--- config.mk ---
export PLATFORM = sky130hd
export DESIGN_NAME = count8_down
export DESIGN_NICKNAME = d
export VERILOG_FILES = /design/src/rtl/count8_down_pkg.sv /design/src/rtl/count8_down_dec_chain.sv /design/src/rtl/count8_down.sv
export SDC_FILE = /design/constraint.sdc
export NUM_CORES = 1
export LEC_CHECK = 0
export ABC_CLOCK_PERIOD_IN_PS = 4900
export BUFFER_PORTS_ARGS = -buffer_cell sky130_fd_sc_hd__clkbuf_2
export CORE_UTILIZATION = 49
export CTS_CLUSTER_SIZE = 40
export DETAILED_ROUTE_END_ITERATION = 7
export MAX_ROUTING_LAYER = met4
export PLACE_DENSITY = 0.73
export SETUP_SLACK_MARGIN = 0.05
export SYNTH_ARGS = -nofsm -noshare
export SYNTH_HDL_FRONTEND = slang
export SYNTH_SLANG_ARGS = --single-unit
--- constraint.sdc ---
create_clock -name Clk -period 4.9 [get_ports Clk]
set_input_delay 0.245 -clock Clk [delete_from_list [all_inputs] [get_ports Clk]]
set_output_delay 0.245 -clock Clk [all_outputs]
set_load 0.05 [all_outputs]
--- src/rtl/count8_down_pkg.sv ---
`default_nettype none
// ============================================================================
// Module      : count8_down_pkg
// Description : Shared constants and FSM state encoding for the count8_down
//               loadable down-counter/timer.
// Revision    : 1.0 - initial release
// ============================================================================
package count8_down_pkg;

  // Default counter and load-value width in bits
  localparam int c_DEFAULT_WIDTH = 8;

  // Two-bit state encoding; code 2'b11 is unused and recovers to IDLE
  typedef enum logic [1:0] {
    ST_IDLE = 2'b00,
    ST_RUN  = 2'b01,
    ST_DONE = 2'b10
  } state_t;

endpackage
`default_nettype wire

--- src/rtl/count8_down_dec_chain.sv ---
`default_nettype none
// ============================================================================
// Module      : count8_down_dec_chain
// Description : WIDTH-bit borrow-ripple decrementer. Each stage behaves like a
//               T flip-flop input: bit i toggles when the run enable is high
//               and every lower bit is 0 (the inverted form of an up-counter
//               carry chain). Purely combinational; the register lives in the
//               parent.
// Revision    : 1.0 - initial release
// ============================================================================
module count8_down_dec_chain #(
  parameter int WIDTH = 8
) (
  input  logic             i_en,
  input  logic [WIDTH-1:0] i_q,
  output logic [WIDTH-1:0] o_q
);

  // Toggle enables rippling up the chain
  logic [WIDTH-1:0] w_t;

  genvar gi;
  generate
    for (gi = 0; gi < WIDTH; gi++) begin : g_bit
      if (gi == 0) begin : g_lsb
        assign w_t[gi] = i_en;
      end else begin : g_upper
        // Borrow propagates through a bit only when that bit is already 0
        assign w_t[gi] = w_t[gi-1] & ~i_q[gi-1];
      end
      assign o_q[gi] = i_q[gi] ^ w_t[gi];
    end
  endgenerate

endmodule
`default_nettype wire

--- src/rtl/count8_down.sv ---
`default_nettype none
// ============================================================================
// Module      : count8_down
// Description : Loadable down-counter/timer with one-shot and auto-reload
//               modes. Counts down on En while running, pulses tc on the
//               1->0 step, and sets a sticky done flag on one-shot expiry.
// Revision    : 1.0 - initial release
// ============================================================================
module count8_down
  import count8_down_pkg::*;
#(
  parameter int WIDTH = c_DEFAULT_WIDTH
) (
  input  logic             Clk,
  input  logic             Res,
  input  logic             En,
  input  logic             Load,
  input  logic             AutoRe,
  input  logic [WIDTH-1:0] cnt_in,
  output logic [WIDTH-1:0] cnt,
  output logic             tc,
  output logic             done,
  output logic             busy
);

  localparam logic [WIDTH-1:0] c_ZERO = '0;
  localparam logic [WIDTH-1:0] c_ONE  = {{(WIDTH-1){1'b0}}, 1'b1};

  state_t           r_state;
  logic [WIDTH-1:0] r_cnt;
  logic [WIDTH-1:0] r_reload;
  logic             r_tc;
  logic             r_done;
  logic             r_busy;

  logic             w_en_run;
  logic [WIDTH-1:0] w_cnt_dec;

  assign w_en_run = En & (r_state == ST_RUN);

  count8_down_dec_chain #(
    .WIDTH (WIDTH)
  ) u_dec_chain (
    .i_en (w_en_run),
    .i_q  (r_cnt),
    .o_q  (w_cnt_dec)
  );

  // FSM, load mux, reload register and registered tc/done/busy outputs
  always_ff @(posedge Clk) begin
    if (Res) begin
      r_state  <= ST_IDLE;
      r_cnt    <= c_ZERO;
      r_reload <= c_ZERO;
      r_tc     <= 1'b0;
      r_done   <= 1'b0;
      r_busy   <= 1'b0;
    end else if (Load) begin
      // Load restarts the run unconditionally and never produces a tc
      r_cnt    <= cnt_in;
      r_reload <= cnt_in;
      r_tc     <= 1'b0;
      r_done   <= 1'b0;
      if (cnt_in != c_ZERO) begin
        r_state <= ST_RUN;
        r_busy  <= 1'b1;
      end else begin
        r_state <= ST_IDLE;
        r_busy  <= 1'b0;
      end
    end else begin
      case (r_state)
        ST_IDLE: begin
          r_tc <= 1'b0;
        end
        ST_RUN: begin
          r_tc <= 1'b0;
          if (En) begin
            if (r_cnt == c_ONE) begin
              r_tc <= 1'b1;
              if (AutoRe) begin
                r_cnt <= r_reload;
              end else begin
                r_cnt   <= c_ZERO;
                r_state <= ST_DONE;
                r_done  <= 1'b1;
                r_busy  <= 1'b0;
              end
            end else if (r_cnt != c_ZERO) begin
              // Only decrement above 1, so the chain never borrows out
              r_cnt <= w_cnt_dec;
            end
          end
        end
        ST_DONE: begin
          r_tc   <= 1'b0;
          r_done <= 1'b1;
        end
        default: begin
          r_state <= ST_IDLE;
          r_cnt   <= c_ZERO;
          r_tc    <= 1'b0;
          r_done  <= 1'b0;
          r_busy  <= 1'b0;
        end
      endcase
    end
  end

  assign cnt  = r_cnt;
  assign tc   = r_tc;
  assign done = r_done;
  assign busy = r_busy;

endmodule
`default_nettype wire

==> flow_metrics.py, run 1 <==
metrics = {
    "outcome": {
        "status": "finished clean",
    },
    "yosys": {
        "synth_flop_cell": "dfxtp_1",
        "synthesis.area_mm2": 0.00121,
        "synthArstFlopShare": 0,
        "synth_cell_type_count": 35,
        "synthCells": 141,
        "syn_avg_cell_area_um2": 8.60,
        "synth_edf_count": 0,
        "ys_ff_latch": 20,
        "synth-seq-area-share": 0.330,
        "yosysWarnings": 0,
        "syn_nets": 164,
    },
    "cells_and_area": {
        "final_cells": 187,
        "area_growth_pct": 13.2,
        "antennaDiodeCount": 0,
        "layout.nets": 183,
        "final_area_mm2": 0.00137,
        "fin_util": 0.603,
        "layout-drive-gt1-share": 0.208,
    },
    "timing": {
        "max_slew_margin": 0.532,
        "setup_tns_ns": 0,
        "finalCritPeriodShare": 0.573,
        "finalSetupViolCount": 0,
        "worst_slew_pin_slew_ns": 0.700,
        "drv_slew": 0,
        "setup_slack_ns": 2.09,
        "rsz0062_at_grt": "no",
        "fmax_mhz": 356,
        "period_minus_slack_ns": 2.81,
        "finalHoldViolations": 0,
        "skew_ns": 0.00641,
    },
    "power_and_ir_drop": {
        "power.density_mw_per_mm2": 305,
        "p_sw_uw": 132,
        "internal_power_uw": 287,
        "peakVddDrop_uv": 217,
        "p_clk_frac": 0.322,
        "swShare": 0.314,
        "p_comb_frac": 0.239,
        "p_leak_nw": 0.544,
        "seq_power_share": 0.440,
    },
    "critical_path": {
        "crit_fanout": 5,
        "worstPathRequired_ns": 5.12,
        "crit_type": "flop to flop",
        "cp-end-kind": "flop",
        "arrival_ns": 3.03,
        "cp-start-kind": "flop",
    },
    "placement": {
        "place_worst_setup_slack_ns": 2.15,
        "dpl.hpwl_mm": 2.04,
        "routabilityCongestion": 0.841,
        "place_inst": 183,
        "port_buffers": 23,
        "place_area_mm2": 0.00132,
    },
    "clock_network": {
        "clkSlewWorstSetupHoldPaths_ns": 0.11,
        "cts_root_buffer": "clkbuf_4",
        "cts_setup_buffers": 0,
        "numCtsBuffers": 3,
        "hold_buffers": 0,
        "clk_latency_ns": 0.31,
        "cts_resized": 0,
        "cts_tree": "built",
        "clockBufferDepth": 2,
        "clock_sinks": 20,
        "h-tree-depth": 1,
    },
    "floorplanning": {
        "die_w_um": 51.7,
        "start_util": 0.533,
        "die_area_mm2": 0.00268,
        "fp-row-count": 17,
        "die_h_um": 51.7,
        "core-area_mm2": 0.00228,
        "num_io_pins": 24,
    },
    "global_route": {
        "grt_pass1_vias": 943,
        "grt_max_degree": 23,
        "grt_pass1_wl_mm": 4.30,
        "grt.overflow.total": 0,
        "antenna_found_initial": 0,
        "grtUsageTotal": 0.221,
    },
    "drt": {
        "wl_per_cell_um": 14.0,
        "drtIter0Drc": 36,
        "drt_pass1_iterations": 4,
        "postRouteAntennaNets": 0,
        "drc": 0,
        "drt-vias-per-instance": 5.81,
        "routed_wl_mm": 2.62,
        "vias": 1086,
    },
    "hold_path": {
        "min_path_type": "input pin to flop",
    },
    "job": {
        "drv_cap": 0,
    },
}
-- cell families (layout without fill, tap and decap cells) --
group / Yosys count / count (layout) / share of synthesized area
buffers and inverters: 18 / 36 / 0.0629
adder cells (fa/ha/maj): 10 / 10 / 0.103
AO/OA/AOI/OAI: 46 / 46 / 0.255
flip-flops: 20 / 20 / 0.330
XOR/XNOR: 1 / 1 / 0.00723
multiplexers: 3 / 3 / 0.0248
AND/OR/NAND/NOR: 43 / 43 / 0.217
-- registers in the layout, indices dropped and copies added (netlist names) --
name,cells
done,1
r_state,2
tc,1
r_reload,8
cnt,8
-- area by class of cell --
cell class	count	area (um2)
clock buffers	3	22.5
clock inverters	1	30.0
inverters	9	33.8
well taps	28	35.0
repair buffers	23	115
fillers	206	903
flip-flops and latches	20	400
multi-input cells	103	736
-- cell usage in the layout (no fill, tap or decap), drive strengths merged --
| master | Yosys | routed |
|---|---|---|
| clkbuf | 6 | 26 |
| dfxtp | 20 | 20 |
| a21oi | 16 | 16 |
| nand2 | 14 | 14 |
| nand2b | 10 | 10 |
| ha | 10 | 10 |
| inv | 9 | 9 |
| a31oi | 7 | 7 |
| a211oi | 7 | 7 |
| nor2 | 6 | 6 |
| a311oi | 6 | 6 |
| o21ai | 4 | 4 |
| and2 | 4 | 4 |
| mux2i | 3 | 3 |
| nor4 | 3 | 3 |
| o32ai | 2 | 2 |
| nor4b | 2 | 2 |
| nand4 | 2 | 2 |
| nor2b | 1 | 1 |
| o211ai | 1 | 1 |
| a22oi | 1 | 1 |
| a21o | 1 | 1 |
| o31a | 1 | 1 |
| xnor2 | 1 | 1 |
| nand3b | 1 | 1 |
| bufinv | 0 | 1 |
-- stage by stage --
step	total power [mW]	hold slack (ns)
finish	0.419	0.203
global route	0.441	0.201
CTS	0.422	0.198
detailed placement	0.287	0.462
global placement	0.285	0.448
floorplan	0.263	0.411
-- routing by layer --
layer,GRT usage,part of all wire,wire (um)
met5,-,0,0
met4,0.0270,0.0038,10
met3,0.0614,0.051,135
met2,0.351,0.45,1190
met1,0.290,0.49,1290
-- Yosys cell counts (all sizes together) (4+ instances only) --
cell	n	share of area
a21oi	16	0.066
clkbuf	6	0.019
dfxtp	20	0.33
ha	10	0.10
nor2	6	0.019
o21ai	4	0.017
a311oi	6	0.048
a31oi	7	0.036
nand2	14	0.043
a211oi	7	0.047
nand2b	10	0.052
and2	4	0.022
inv	9	0.028
-- power groups by stage --
| stage | clock, mW | sequential, mW | combinational, mW |
|---|---|---|---|
| after global routing | 0.145 | 0.186 | 0.110 |
| after detailed placement | 0 | 0.188 | 0.0994 |
| after CTS | 0.138 | 0.184 | 0.0996 |
| final | 0.135 | 0.184 | 0.100 |
| after floorplan | 0 | 0.209 | 0.0547 |
| after global placement | 0 | 0.187 | 0.0976 |
-- critical path, cell delays in order (launching register included) --
cell and delay, ns:
dfxtp_1 0.36, inv_1 0.07, ha_1 0.23, and2_1 0.18
ha_1 0.17, ha_1 0.18, ha_1 0.18, ha_1 0.18
ha_1 0.18, ha_1 0.17, ha_1 0.18, xnor2_1 0.12
a211oi_1 0.19, a31oi_1 0.08, a311oi_1 0.25
-- final timing paths --
kind,endpoint,cells after the start,slack [ns],startpoint
setup / recovery,cnt[7],14,2.09,r_state[1]
hold / removal,r_reload[5],3,0.20,cnt_in[5]
setup reg to reg,cnt[7],14,2.09,r_state[1]
hold reg to reg,done,2,0.47,done
Note: power is estimated with default switching activity, not from simulation.
==> run 2: changes to the inputs <==
Settings changed: ABC_CLOCK_PERIOD_IN_PS 4900 to 2800.
Clock period 4.9 ns to 2.8 ns, I/O delays scaled along.
==> flow_metrics.py, run 2 (synthesized netlist as in run 1, its figures left out) <==
metrics = {
    "critical_path": {
        "arrival_ns": 2.84,
        "crit_fanout": 3,
        "crit_type": "flop to flop",
        "worstPathRequired_ns": 3.02,
        "cp-end-kind": "flop",
        "cp-start-kind": "flop",
    },
    "clock_network": {
        "clk_latency_ns": 0.30,
        "numCtsBuffers": 3,
        "clockBufferDepth": 2,
        "hold_buffers": 0,
        "cts_tree": "built",
        "clkSlewWorstSetupHoldPaths_ns": 0.12,
        "cts_setup_buffers": 0,
        "cts_root_buffer": "clkbuf_4",
        "clock_sinks": 20,
        "h-tree-depth": 1,
    },
    "global_route": {
        "grtUsageTotal": 0.230,
        "grt.overflow.total": 0,
        "grt_pass1_vias": 990,
        "grt_max_degree": 23,
        "antenna_found_initial": 0,
        "grt_pass1_wl_mm": 4.46,
    },
    "power_and_ir_drop": {
        "peakVddDrop_uv": 353,
        "power.density_mw_per_mm2": 521,
        "p_comb_frac": 0.247,
        "p_clk_frac": 0.318,
        "p_sw_uw": 234,
        "total_power_uw": 741,
        "seq_power_share": 0.435,
        "internal_power_uw": 508,
        "swShare": 0.315,
        "p_leak_nw": 0.545,
    },
    "timing": {
        "worst_slew_pin_slew_ns": 0.746,
        "period_minus_slack_ns": 2.62,
        "finalCritPeriodShare": 0.936,
        "setup_tns_ns": 0,
        "skew_ns": 0.000615,
        "finalHoldViolations": 0,
        "finalSetupViolCount": 0,
        "rsz0062_at_grt": "no",
        "fmax_mhz": 382,
        "drv_slew": 0,
        "max_slew_margin": 0.502,
    },
    "drt": {
        "drc": 0,
        "drt_pass1_iterations": 4,
        "postRouteAntennaNets": 0,
        "wl_per_cell_um": 14.4,
        "drt-vias-per-instance": 5.73,
        "vias": 1078,
        "routed_wl_mm": 2.70,
        "drtIter0Drc": 51,
    },
    "floorplanning": {
        "die_area_mm2": 0.00268,
        "num_io_pins": 24,
        "die_h_um": 51.7,
        "fp-row-count": 17,
        "core-area_mm2": 0.00228,
        "start_util": 0.533,
        "die_w_um": 51.7,
    },
    "hold_path": {
        "min_path_type": "input pin to flop",
    },
    "placement": {
        "port_buffers": 23,
        "dpl.hpwl_mm": 1.96,
        "routabilityCongestion": 0.833,
    },
    "cells_and_area": {
        "layout.nets": 184,
        "mostFrequentLayoutCell": "clkbuf_2",
        "area_growth_pct": 17.3,
        "regArea_um2": 403,
        "layout-drive-gt1-share": 0.288,
        "antennaDiodeCount": 0,
        "fill_cells": 184,
        "layout_common_cells": "clkbuf_2 (23), dfxtp_1 (18), a21oi_1 (16)",
        "multiInputGateArea_um2": 776,
    },
    "job": {
        "drv_cap": 0,
    },
    "outcome": {
        "status": "finished clean",
    },
}
run 2: cell count changes in the layout (fill, tap and decap cells not counted), sizes merged:
cell,previous run,this run
buf,0,1
run 2: power by group through the flow:
stage                     sequential, mW  clock [mW]  combinational, mW
after global placement             0.329           0              0.172
after floorplan                    0.366           0             0.0957
final                              0.323       0.236              0.183
after global routing               0.325       0.253              0.202
after detailed placement           0.329           0              0.173
after CTS                          0.322       0.242              0.174
run 2: path summary, 6_finish.rpt:
check	from	end	slack [ns]	depth (start not counted)
max	r_state[1]	cnt[7]	0.18	14
min	cnt_in[5]	r_reload[5]	0.12	3
min reg2reg	done	done	0.47	2
max reg2reg	r_state[1]	cnt[7]	0.18	14
run 2: per-layer routing:
layer  wire length, um  global-route usage
met1              1280               0.329
met4                12              0.0856
met2              1260               0.335
met5                 0                   -
met3               148              0.0205
run 2: worst max-delay path, cell delays in order, from the launching register on:
cell and delay [ns]:
dfxtp_2 0.35, inv_2 0.05, ha_2 0.17, and2_1 0.15, ha_1 0.18, ha_2 0.17
ha_2 0.16, ha_2 0.16, ha_2 0.16, ha_2 0.18, ha_4 0.16, xnor2_2 0.13
a211oi_2 0.19, a31oi_1 0.07, a311oi_1 0.25
run 2: per-stage QoR:
| stage | area (um2) | hold slack [ns] | cells | setup WS (ns) | utilization |
|---|---|---|---|---|---|
| 3_5_place_dp | 1330 | 0.440 | 184 | 0.0718 | 0.584 |
| 5_1_grt | 1420 | 0.120 | 188 | 0.0652 | 0.625 |
| 4_1_cts | 1380 | 0.105 | 188 | 0.0524 | 0.607 |
| 3_3_place_gp | 1330 | 0.430 | 184 | 0.179 | 0.584 |
| 6_report | 1420 | 0.120 | 188 | 0.179 | 0.625 |
| 2_1_floorplan | 1210 | 0.306 | 141 | 0.102 | - |
run 2: cell type report:
cell class / count / share of cell area
Sequential cell: 20 / 0.283
Clock buffer: 3 / 0.0158
Multi-Input combinational cell: 103 / 0.545
Clock inverter: 1 / 0.0211
Tap cell: 28 / 0.0246
Timing Repair Buffer: 24 / 0.0862
Inverter: 9 / 0.0237
run 2: repair_timing:
item,CTS,global route
resized for setup,1,11
cloned,0,0
pin swaps,0,2
endpoints found under the hold margin,0,0
setup endpoints to repair,1,2
==> run 3: changes to the inputs <==
Settings changed: ABC_CLOCK_PERIOD_IN_PS 2800 to 3320.
Clock period 2.8 ns to 3.32 ns, I/O delays scaled along.
==> flow_metrics.py, run 3 (synthesized netlist as in run 1, its figures left out) <==
metrics = {
    "critical_path": {
        "arrival_ns": 3.00,
        "r2r_slack_ns": 0.54,
        "r2r-end": "cnt[7]",
        "worst_path_largest_cell_delay_ns": 0.36,
        "crit_fanout": 5,
        "r2r_cells": 14,
        "crit_chain": "inv_1 > ha_1 > and2_1 > ha_1 > ha_1 > ha_1 > ha_1 > ha_1 > ha_1 > ha_1 > xnor2_1 > a211oi_1 > a31oi_1 > a311oi_1",
        "worstPathRequired_ns": 3.55,
        "timing.rr.start": "r_state[1]",
        "cp_common_cell": "ha_1",
        "cp-start-kind": "flop",
        "cp-end-kind": "flop",
        "cpMaxStageDelayCell": "dfxtp_1",
        "crit_type": "flop to flop",
        "cp.buffers_inverters": 1,
        "path_delay_family": "adder cells",
    },
    "power_and_ir_drop": {
        "total_power_uw": 621,
        "seq_power_share": 0.438,
        "power.density_mw_per_mm2": 452,
        "swShare": 0.317,
        "peakVddDrop_uv": 322,
        "internal_power_uw": 424,
        "p_clk_frac": 0.324,
        "p_comb_frac": 0.238,
        "p_leak_nw": 0.544,
        "p_sw_uw": 197,
    },
    "hold_path": {
        "whs_endpoint": "r_reload[5]",
        "min_path_type": "input pin to flop",
        "hold_depth": 3,
        "worstHoldStart": "cnt_in[5]",
    },
    "timing": {
        "period_minus_slack_ns": 2.78,
        "finalHoldViolations": 0,
        "hold_ws_ns": 0.127,
        "worst_slew_pin_slew_ns": 0.681,
        "setup_slack_ns": 0.545,
        "finalCritPeriodShare": 0.836,
        "fmax_mhz": 360,
        "rsz0062_at_grt": "no",
        "setup_tns_ns": 0,
        "finalSetupViolCount": 0,
        "skew_ns": 0.00406,
        "max_slew_margin": 0.545,
        "drv_slew": 0,
    },
    "cells_and_area": {
        "multiInputGateArea_um2": 736,
        "mostFrequentLayoutCell": "clkbuf_2",
        "fill_cells": 197,
        "final_area_mm2": 0.00137,
        "final_cells": 187,
        "fin_util": 0.603,
        "antennaDiodeCount": 0,
        "area_growth_pct": 13.2,
        "layout_common_cells": "clkbuf_2 (23), dfxtp_1 (20), a21oi_1 (16)",
        "regArea_um2": 400,
        "layout.nets": 183,
        "layout-drive-gt1-share": 0.208,
    },
    "outcome": {
        "status": "finished clean",
    },
    "global_route": {
        "grt_max_degree": 23,
        "antenna_found_initial": 0,
        "grt_pass1_vias": 927,
        "grt_pass1_wl_mm": 4.31,
        "grt.overflow.total": 0,
        "grtUsageTotal": 0.225,
    },
    "drt": {
        "wl_per_cell_um": 14.0,
        "vias": 1107,
        "drc": 0,
        "drt-vias-per-instance": 5.92,
        "drtIter0Drc": 57,
        "postRouteAntennaNets": 0,
        "drt_pass1_iterations": 5,
        "routed_wl_mm": 2.62,
    },
    "placement": {
        "dpl.hpwl_mm": 2.03,
        "routabilityCongestion": 0.841,
        "place_worst_setup_slack_ns": 0.585,
        "port_buffers": 23,
        "place_area_mm2": 0.00132,
        "place_inst": 183,
    },
    "floorplanning": {
        "die_area_mm2": 0.00268,
        "die_h_um": 51.7,
        "die_w_um": 51.7,
        "core-area_mm2": 0.00228,
        "fp-row-count": 17,
        "num_io_pins": 24,
        "start_util": 0.533,
    },
    "clock_network": {
        "cts_resized": 0,
        "clkSlewWorstSetupHoldPaths_ns": 0.12,
        "cts_tree": "built",
        "clockBufferDepth": 2,
        "hold_buffers": 0,
        "cts_setup_buffers": 0,
        "clk_latency_ns": 0.31,
        "numCtsBuffers": 3,
        "h-tree-depth": 1,
        "clock_sinks": 20,
        "cts_root_buffer": "clkbuf_4",
    },
    "job": {
        "drv_cap": 0,
    },
}
==> run 3: cell count changes in the layout (fill, tap and decap cells not counted), sizes merged <==
cell and delta:
buf -1
==> run 3: how the worst max path moves through the flow <==
stage | to | startpoint | cells after the start | slack, ns
2_1_floorplan | cnt[7] | r_state[0] | 13 | 0.48
3_3_place_gp | cnt[7] | r_state[1] | 14 | 0.65
3_5_place_dp | cnt[7] | r_state[1] | 14 | 0.59
4_1_cts | cnt[7] | r_state[1] | 14 | 0.56
5_1_grt | cnt[7] | r_state[1] | 14 | 0.34
6_report | cnt[7] | r_state[1] | 14 | 0.54
==> run 3: layer usage <==
layer	routed length, um	vias up	GRT usage
met1	1240	503	0.306
met3	170	4	0.0380
met4	40	0	0.108
li1	-	551	-
met2	1170	49	0.323
met5	0	-	-
==> run 3: worst reg2reg max path, stage by stage, from the launching register on <==
cell and delay (ns):
dfxtp_1 0.36, inv_1 0.08, ha_1 0.23, and2_1 0.17
ha_1 0.17, ha_1 0.17, ha_1 0.18, ha_1 0.18
ha_1 0.18, ha_1 0.18, ha_1 0.19, xnor2_1 0.13
a211oi_1 0.18, a31oi_1 0.07, a311oi_1 0.24
==> run 3: power by group through the flow <==
| stage | clock network (mW) | registers (mW) | logic [mW] |
|---|---|---|---|
| 6_report | 0.201 | 0.272 | 0.147 |
| 3_5_place_dp | 0 | 0.278 | 0.147 |
| 4_1_cts | 0.204 | 0.272 | 0.147 |
| 2_1_floorplan | 0 | 0.308 | 0.0807 |
| 3_3_place_gp | 0 | 0.277 | 0.144 |
| 5_1_grt | 0.212 | 0.274 | 0.162 |
==> run 3: area by class of cell <==
class / instances / area share
well taps: 28 / 0.0255
clock inverters: 1 / 0.0219
repair buffers: 23 / 0.0839
flip-flops and latches: 20 / 0.292
clock buffers: 3 / 0.0164
inverters: 9 / 0.0246
multi-input cells: 103 / 0.536
